==> src/rtl/uart_pkg.sv <==
// Shared UART-side types and constants for the TX arbiter and its helpers.
// Latency: n/a (declarations only).
// Backpressure: n/a.
package uart_pkg;

    localparam int UART_DATA_W = 8;

    typedef enum logic {
        IDLE = 1'b0,
        XFER = 1'b1
    } arb_state_t;

    // A max_burst of zero means a grant lasts until tlast.
    localparam logic [7:0] BURST_UNLIMITED = 8'd0;

endpackage

==> src/rtl/uart_tx_arb_rr_pick.sv <==
// Round-robin picker: first asserted request after 'last', wrapping modulo PORTS.
// Latency: purely combinational.
// Backpressure: none; caller decides when to act on the pick.
// Ports: req (per-requester request), last (previous winner),
//        pick_id (chosen index), pick_valid (any request present).
module rr_pick
    import uart_pkg::*;
#(
    parameter int PORTS    = 4,
    parameter int ID_WIDTH = 2
) (
    input  logic [PORTS-1:0]    req,
    input  logic [ID_WIDTH-1:0] last,
    output logic [ID_WIDTH-1:0] pick_id,
    output logic                pick_valid
);

    logic [ID_WIDTH-1:0] idx;

    // Scan last+1, last+2, ... so the previous winner is considered last.
    always_comb begin
        pick_valid = 1'b0;
        pick_id    = '0;
        idx        = '0;
        for (int k = 1; k <= PORTS; k++) begin
            idx = ID_WIDTH'((int'(last) + k) % PORTS);
            if (!pick_valid && req[idx]) begin
                pick_valid = 1'b1;
                pick_id    = idx;
            end
        end
    end

endmodule

==> src/rtl/uart_tx_arb.sv <==
// Packet-granular round-robin arbiter sharing one UART TX byte stream among PORTS sources.
// Latency: one IDLE arbitration cycle per grant, then full-rate beats from the owner.
// Backpressure: owner's tready is m_axis_tready; non-owners see tready=0.
// Ports: clk/rst (sync, active-high); s_axis_* per-requester byte streams (port i at
//        tdata[8*i+7:8*i]); m_axis_* to the UART; max_burst cap (0 = unlimited, sampled
//        at grant); grant_valid/grant_id owner status; burst_cut pulse on cap release.
module uart_tx_arb
    import uart_pkg::*;
#(
    parameter int PORTS    = 4,
    parameter int ID_WIDTH = 2
) (
    input  logic                         clk,
    input  logic                         rst,
    input  logic [PORTS*UART_DATA_W-1:0] s_axis_tdata,
    input  logic [PORTS-1:0]             s_axis_tvalid,
    input  logic [PORTS-1:0]             s_axis_tlast,
    output logic [PORTS-1:0]             s_axis_tready,
    output logic [UART_DATA_W-1:0]       m_axis_tdata,
    output logic                         m_axis_tvalid,
    input  logic                         m_axis_tready,
    input  logic [7:0]                   max_burst,
    output logic                         grant_valid,
    output logic [ID_WIDTH-1:0]          grant_id,
    output logic                         burst_cut
);

    arb_state_t          state, state_nxt;
    logic [ID_WIDTH-1:0] grant_id_nxt;
    logic [ID_WIDTH-1:0] last_grant, last_grant_nxt;
    logic [7:0]          beat_cnt, beat_cnt_nxt;
    logic [7:0]          burst_lim, burst_lim_nxt;
    logic                burst_cut_nxt;

    logic [ID_WIDTH-1:0] pick_id;
    logic                pick_valid;
    logic [UART_DATA_W-1:0] lane [PORTS];
    logic                active;
    logic                xfer;
    logic                cap_hit;

    rr_pick #(
        .PORTS    (PORTS),
        .ID_WIDTH (ID_WIDTH)
    ) u_pick (
        .req        (s_axis_tvalid),
        .last       (last_grant),
        .pick_id    (pick_id),
        .pick_valid (pick_valid)
    );

    always_comb begin
        for (int i = 0; i < PORTS; i++) begin
            lane[i] = s_axis_tdata[i*UART_DATA_W +: UART_DATA_W];
        end
    end

    // Gating with rst keeps a beat from completing in the reset cycle, so a
    // source never believes a byte was taken that the UART will not send.
    assign active      = (state == XFER) && !rst;
    assign grant_valid = active;

    always_comb begin
        m_axis_tdata  = '0;
        m_axis_tvalid = 1'b0;
        s_axis_tready = '0;
        if (active) begin
            m_axis_tdata            = lane[grant_id];
            m_axis_tvalid           = s_axis_tvalid[grant_id];
            s_axis_tready[grant_id] = m_axis_tready;
        end
    end

    assign xfer    = m_axis_tvalid && m_axis_tready;
    // Nine-bit compare so beat_cnt=255 cannot wrap into a false match.
    assign cap_hit = (burst_lim != BURST_UNLIMITED) &&
                     (({1'b0, beat_cnt} + 9'd1) == {1'b0, burst_lim});

    always_comb begin
        state_nxt      = state;
        grant_id_nxt   = grant_id;
        last_grant_nxt = last_grant;
        beat_cnt_nxt   = beat_cnt;
        burst_lim_nxt  = burst_lim;
        burst_cut_nxt  = 1'b0;
        case (state)
            IDLE: begin
                if (pick_valid) begin
                    state_nxt     = XFER;
                    grant_id_nxt  = pick_id;
                    burst_lim_nxt = max_burst;
                    beat_cnt_nxt  = 8'd0;
                end
            end
            XFER: begin
                if (xfer) begin
                    beat_cnt_nxt = (beat_cnt == 8'hFF) ? beat_cnt : beat_cnt + 8'd1;
                    // tlast wins when it lands on the cap beat: no cut reported.
                    if (s_axis_tlast[grant_id]) begin
                        state_nxt      = IDLE;
                        last_grant_nxt = grant_id;
                    end else if (cap_hit) begin
                        state_nxt      = IDLE;
                        last_grant_nxt = grant_id;
                        burst_cut_nxt  = 1'b1;
                    end
                end
            end
            default: state_nxt = IDLE;
        endcase
    end

    always_ff @(posedge clk) begin
        if (rst) begin
            state      <= IDLE;
            grant_id   <= '0;
            last_grant <= ID_WIDTH'(PORTS - 1);
            beat_cnt   <= 8'd0;
            burst_lim  <= 8'd0;
            burst_cut  <= 1'b0;
        end else begin
            state      <= state_nxt;
            grant_id   <= grant_id_nxt;
            last_grant <= last_grant_nxt;
            beat_cnt   <= beat_cnt_nxt;
            burst_lim  <= burst_lim_nxt;
            burst_cut  <= burst_cut_nxt;
        end
    end

endmodule
==> config.mk <==
export PLATFORM = sky130hd
export DESIGN_NAME = uart_tx_arb
export DESIGN_NICKNAME = d
export VERILOG_FILES = /design/src/rtl/uart_pkg.sv /design/src/rtl/uart_tx_arb_rr_pick.sv /design/src/rtl/uart_tx_arb.sv
export SDC_FILE = /design/constraint.sdc
export NUM_CORES = 1
export LEC_CHECK = 0
export BUFFER_PORTS_ARGS = -buffer_cell sky130_fd_sc_hd__buf_4
export CORE_ASPECT_RATIO = 0.6
export CORE_UTILIZATION = 50
export CTS_BUF_LIST = sky130_fd_sc_hd__clkbuf_8
export DETAILED_ROUTE_END_ITERATION = 8
export HOLD_SLACK_MARGIN = 0.08
export PLACE_DENSITY = 0.88
export SKIP_CTS_REPAIR_TIMING = 1
export SYNTH_ARGS = -nofsm -noshare
export SYNTH_HDL_FRONTEND = slang
export SYNTH_HIERARCHICAL = 1
export SYNTH_SLANG_ARGS = --single-unit
==> constraint.sdc <==
create_clock -name clk -period 2.5 [get_ports clk]
set_input_delay 0.5 -clock clk [delete_from_list [all_inputs] [get_ports clk]]
set_output_delay 0.5 -clock clk [all_outputs]
set_load 0.005 [all_outputs]
==> results of run 1 <==
worst max-delay path, stage by stage, from the launching register on:
cell,delay [ps]
dfxtp_1,410
ha_1,310
nand3b_1,160
a221oi_4,290
o221ai_2,130
or4_4,560
o21a_1,220
o221ai_1,170
flip-flops by register name, summed over array words and instances, names as in the netlist:
register,flops
beat_cnt,8
burst_cut,1
burst_lim,8
grant_id,2
last_grant,2
state,1
kinds of logic (layout without fill, tap and decap cells):
logic type                 count (synthesis)  after routing  synth area share [%]
adders and majority gates                  1              1                 0.730
muxes                                     11             11                  14.4
buffers and inverters                     17             83                  7.16
xor gates and xnor gates                   7              7                  3.58
AOI/OAI and AO/OA                         50             50                  20.1
DFF                                       22             22                  25.7
and+or+nand+nor                           90             90                  28.3
layer usage:
layer  vias to the layer above  part of all wire (%)  GRT usage (%)  wire length, um
met5                         -                     0              0                0
met4                         0                  0.74           6.42               36
met3                         8                   6.5           7.77              316
li1                        855                     -              -                -
met1                       851                    49           37.6             2350
met2                        76                    44           37.0             2130
metrics by stage:
stage,cells,area [sq um],power (W)
after global routing,309,2280,0.00100
after floorplan,198,1710,0.000573
after CTS,309,2280,0.000960
after global placement,305,2220,0.000697
final,309,2280,0.000964
after detailed placement,305,2220,0.000708
path summary, 6_finish.rpt:
| path | from | endpoint | cells after the start | slack, ps |
|---|---|---|---|---|
| setup / recovery | beat_cnt[1] | last_grant[0] | 7 | 170 |
| hold / removal | max_burst[5] | burst_lim[5] | 3 | 480 |
| setup reg to reg | beat_cnt[1] | last_grant[0] | 7 | 170 |
| hold reg to reg | burst_lim[5] | burst_lim[5] | 2 | 510 |
power groups by stage:
stage / Sequential (W) / Combinational (W) / Clock, W
detailed placement: 0.000406 / 0.000303 / 0
finish: 0.000399 / 0.000306 / 0.000259
global placement: 0.000405 / 0.000292 / 0
floorplan: 0.000398 / 0.000176 / 0
global route: 0.000401 / 0.000333 / 0.000270
CTS: 0.000398 / 0.000304 / 0.000259
area by class of cell:
cell class / count / area share (%)
well taps: 45 / 2.47
clock buffers: 4 / 2.41
multi-input cells: 159 / 50.4
inverters: 4 / 0.659
flip-flops and latches: 22 / 19.3
repair buffers: 75 / 24.7
Yosys cell counts, drive strengths merged:
library cell and number:
mux2i 1, o21a 1, nor3b 2, mux4 10
o22ai 3, a221oi 1, a21oi 24, a211oi 3
and3b 1, nor2b 4, o31a 1, and4 1
inv 4, nor4 1, o211ai 1, and2b 2
nand2b 4, nand4 3, o21ba 1, o211a 1
nor3 2, nor2 13, a31oi 1, clkbuf 9
buf 3, o21ai 8, nand3 5, and3 4
a21o 1, xnor2 3, ha 1, or3 2
nand3b 3, or4 1, or2 2, and2 12
nand4b 2, dlygate4sd1 1, nand2 26, dfxtp 22
xor2 4, o221ai 4
==> flow_summary.toml, run 1 <==
[cts]
cts-root-buf = "clkbuf_8"
cts.sinks = 22
cts_tree = "built"
cts.path.max_buffers = 2
cts_max_level = 1
clkLatencyLatePin_ps = 260
cts_inserted_buffers = 3
clkTransAtPathRegs_ps = 80

[pwr]
clkPwrFrac_pct = 26.9
power_density_nw_per_um2 = 423
ir_drop_mv = 0.381
p_int_w = 0.000681
swShare_pct = 29.4
comb_power_share_pct = 31.7
p_leak_nw = 0.982
power_frac_seq_pct = 41.4
p_sw_w = 0.000283

[placed_design]
io_buffers = 67
hpwl_mm = 3.84
gp_congestion = 0.910
place_ws_ps = 151

[grt]
grt_pass1_vias = 1440
grt_max_degree = 23
antenna_found_initial = 0
grt_pass1_wl_mm = 6.99
grt.overflow.total = 0
grt_usage_pct = 25.8

[worst_setup_path]
cp.required_ps = 2690
critical_path_arrival_ps = 2520
cp-start-kind = "flip-flop"
cp_max_fo = 7
critPathCaptureType = "flip-flop"
critPathKind = "reg2reg"

[status]
outcome = "finished, final reports clean"

[route]
via_per_inst = 5.79
ant_nets = 0
via_count = 1790
wl_mm = 4.84
drcViolationCount = 0
routedWlPerCell_um = 15.7
drt_iter0_drc = 116
first_pass_iters = 5

[logic_synthesis]
synth_cell_type_count = 48
ys_ff_latch = 22
yosys-top-cells-area = "dfxtp_1 (26%), mux4_2 (9.2%), a21oi_1 (6.7%), nand2_1 (5.7%), mux4_1 (4.6%)"
synth_top_cell_area_share_pct = 25.7
synthesis.area_sq_um = 1710
syn_area_per_cell_sq_um = 8.65
ys_seq_area_share_pct = 25.7
syn_nets = 250
yosys.area.top_type = "dfxtp_1"
synth_cells = 198
ys_warn_count = 6

[sta]
setup_viol = 0
rsz0062_at_grt = "no"
slew_headroom_pct = 48.1
min_period_ps = 2330
hold-worst-slack_ps = 477
maxSlewViolCount = 0
tns_ps = 0
post-route-period-util_pct = 93.3
fmax_ghz = 0.429
tightest_slew_ps = 775
setup_ws_ps = 167
hold_viol = 0
skew_ps = 4.79

[layout]
antenna_cells = 0
regArea_sq_um = 440
synthToLayoutAreaGrowth_pct = 33.1
nets = 317
mostFrequentLayoutCell = "buf_4"
multi_input_area_sq_um = 1150
drive_gt1_share_pct = 37.5
final_cell_mix = "buf_4 (75), nand2_1 (26), a21oi_1 (23)"
fin_util_pct = 69.9
fillers = 258

[die]
die-area_sq_um = 3670
ios = 68
start_util_pct = 52.5
die-width_um = 77.6
dieHeight_um = 47.3
rows = 16
core_sq_um = 3260

[worst_hold_path]
hp-class = "in2reg"

[run]
maxCapViolations = 0
Power figures use the tool's default switching activity.
==> run 2, diff against run 1 <==
--- a/config.mk
+++ b/config.mk
@@ -7,11 +7,11 @@
 export LEC_CHECK = 0
 export BUFFER_PORTS_ARGS = -buffer_cell sky130_fd_sc_hd__buf_4
 export CORE_ASPECT_RATIO = 0.6
-export CORE_UTILIZATION = 50
+export CORE_UTILIZATION = 45
 export CTS_BUF_LIST = sky130_fd_sc_hd__clkbuf_8
 export DETAILED_ROUTE_END_ITERATION = 8
 export HOLD_SLACK_MARGIN = 0.08
-export PLACE_DENSITY = 0.88
+export PLACE_DENSITY = 0.84
 export SKIP_CTS_REPAIR_TIMING = 1
 export SYNTH_ARGS = -nofsm -noshare
 export SYNTH_HDL_FRONTEND = slang
==> constraint.sdc (replaced) <==
create_clock -name clk -period 1.9 [get_ports clk]
set_input_delay 0.38 -clock clk [delete_from_list [all_inputs] [get_ports clk]]
set_output_delay 0.38 -clock clk [all_outputs]
set_load 0.005 [all_outputs]
==> run 2 against run 1 <==
The flow now finishes with violations (negative setup slack). Cell count rose by 8.4%. Clock power rose by 37%. Wire length rose by 13%. Core utilization rose by 5.6 points. Highest routed layer unchanged.
==> flow_summary.toml, run 2 (synthesis gave the netlist of run 1 again) <==
[die]
rows = 16
ios = 68
die-width_um = 81.7
core_sq_um = 3440
die-area_sq_um = 4070
start_util_pct = 49.7
dieHeight_um = 49.8

[sta]
slew_headroom_pct = 77.1
hold-worst-slack_ps = 358
setup_ws_ps = -153
skew_ps = 5.19
post-route-period-util_pct = 108
fmax_ghz = 0.487
tightest_slew_ps = 343
rsz0062_at_grt = "yes"
maxSlewViolCount = 0
min_period_ps = 2050
setup_viol = 16
hold_viol = 0

[layout]
nets = 343
mostFrequentLayoutCell = "buf_4"
drive_gt1_share_pct = 50.0
antenna_cells = 0
synthToLayoutAreaGrowth_pct = 51.8
fillers = 246
final_cell_mix = "buf_4 (89), nand2_1 (26), a21oi_1 (23)"
reg_top3 = "beat_cnt x8, burst_lim x8"

[grt]
antenna_found_initial = 0
grt.overflow.total = 0
grt_pass1_wl_mm = 8.00
grt_pass1_vias = 1643
grt_usage_pct = 26.5
grt_max_degree = 22

[placed_design]
io_buffers = 67
hpwl_mm = 4.06
place_ws_ps = -186
gp_congestion = 0.895

[worst_setup_path]
worst_path_dominant_cell_family = "simple AND/OR/NAND/NOR gates"
cp.required_ps = 2100
cp_cell_sequence = "buf_4 -> nand3_1 -> nor3b_2 -> a211oi_1 -> or4_4 -> o21a_1 -> o221ai_2"
worst_path_largest_cell_delay_ps = 500
critPathKind = "reg2reg"
cp_max_fo = 5
critical_path_arrival_ps = 2250
slowest_stage = "or4_4"
cp-start-kind = "flip-flop"
critPathCaptureType = "flip-flop"
cp_num_buf_inv = 1

[route]
ant_nets = 0
via_count = 1912
via_per_inst = 5.71
drt_iter0_drc = 144
wl_mm = 5.44
routedWlPerCell_um = 16.3
first_pass_iters = 5
drcViolationCount = 0

[cts]
cts-root-buf = "clkbuf_8"
cts_inserted_buffers = 3
clkTransAtPathRegs_ps = 90
clkLatencyLatePin_ps = 270
cts.path.max_buffers = 2
cts_tree = "built"
cts.sinks = 22
cts_max_level = 1

[pwr]
power_density_nw_per_um2 = 534
ir_drop_mv = 0.421
p_total_w = 0.00139
p_leak_nw = 1.13

[worst_hold_path]
hp-class = "in2reg"

[status]
violations = "negative setup slack"
outcome = "finished with violations"

[run]
maxCapViolations = 0
run 2: cell count changes in the layout (fill, tap and decap cells not counted), moves of 2 or more:
cell	change
buf_4	+14
nor3b_1	-2
o21ai_0	-2
mux4_2	+2
o221ai_2	+2
dfxtp_1	-4
mux4_1	-2
o221ai_1	-2
nor3b_2	+2
and2_1	-6
dfxtp_2	+3
buf_6	+11
and2_4	+7
nor2_1	-2
run 2: metrics by stage:
| step | instances | instance area (sq um) | TNS (ps) | util, % |
|---|---|---|---|---|
| 2_1_floorplan | 198 | 1750 | -545 | - |
| 3_3_place_gp | 329 | 2430 | -331 | 70.6 |
| 3_5_place_dp | 329 | 2430 | -574 | 70.6 |
| 4_1_cts | 333 | 2490 | -2420 | 72.2 |
| 5_1_grt | 335 | 2600 | -2340 | 75.5 |
| 6_report | 335 | 2600 | -1150 | 75.5 |
run 2: cell type report:
| class | count | area (sq um) | area share [%] |
|---|---|---|---|
| clock buffer | 4 | 55.1 | 2.12 |
| inverter | 4 | 15.0 | 0.577 |
| multi-input combinational | 159 | 1210 | 46.7 |
| sequential | 22 | 448 | 17.2 |
| tap | 45 | 56.3 | 2.17 |
| timing repair buffer | 101 | 812 | 31.2 |
run 2: final timing paths:
kind	startpoint	to	slack, ps	cells past startpoint
max reg2reg	beat_cnt[1]	last_grant[1]	-150	7
min	max_burst[6]	burst_lim[6]	360	3
min reg2reg	burst_lim[5]	burst_lim[5]	490	2
max	beat_cnt[1]	last_grant[1]	-150	7
run 2: report_power, final:
part	internal, W	switching, W	leakage (nW)
Sequential	0.000488	0.0000299	0.182
Combinational	0.000302	0.000214	0.922
Clock	0.000185	0.000170	0.0288
Total	0.000975	0.000414	1.13
run 2: worst min-delay path, cell delays in order:
cell	delay (ps)
buf_4	100
nand2_1	50
a21oi_1	50
run 2: layer usage:
metal	routed length [um]	global-route usage [%]	part of all wire (%)	vias up
met4	48	3.80	0.88	0
met2	2550	39.3	47	77
met1	2530	40.1	46	923
met5	0	0	0	-
li1	-	-	-	906
met3	320	5.00	5.9	6
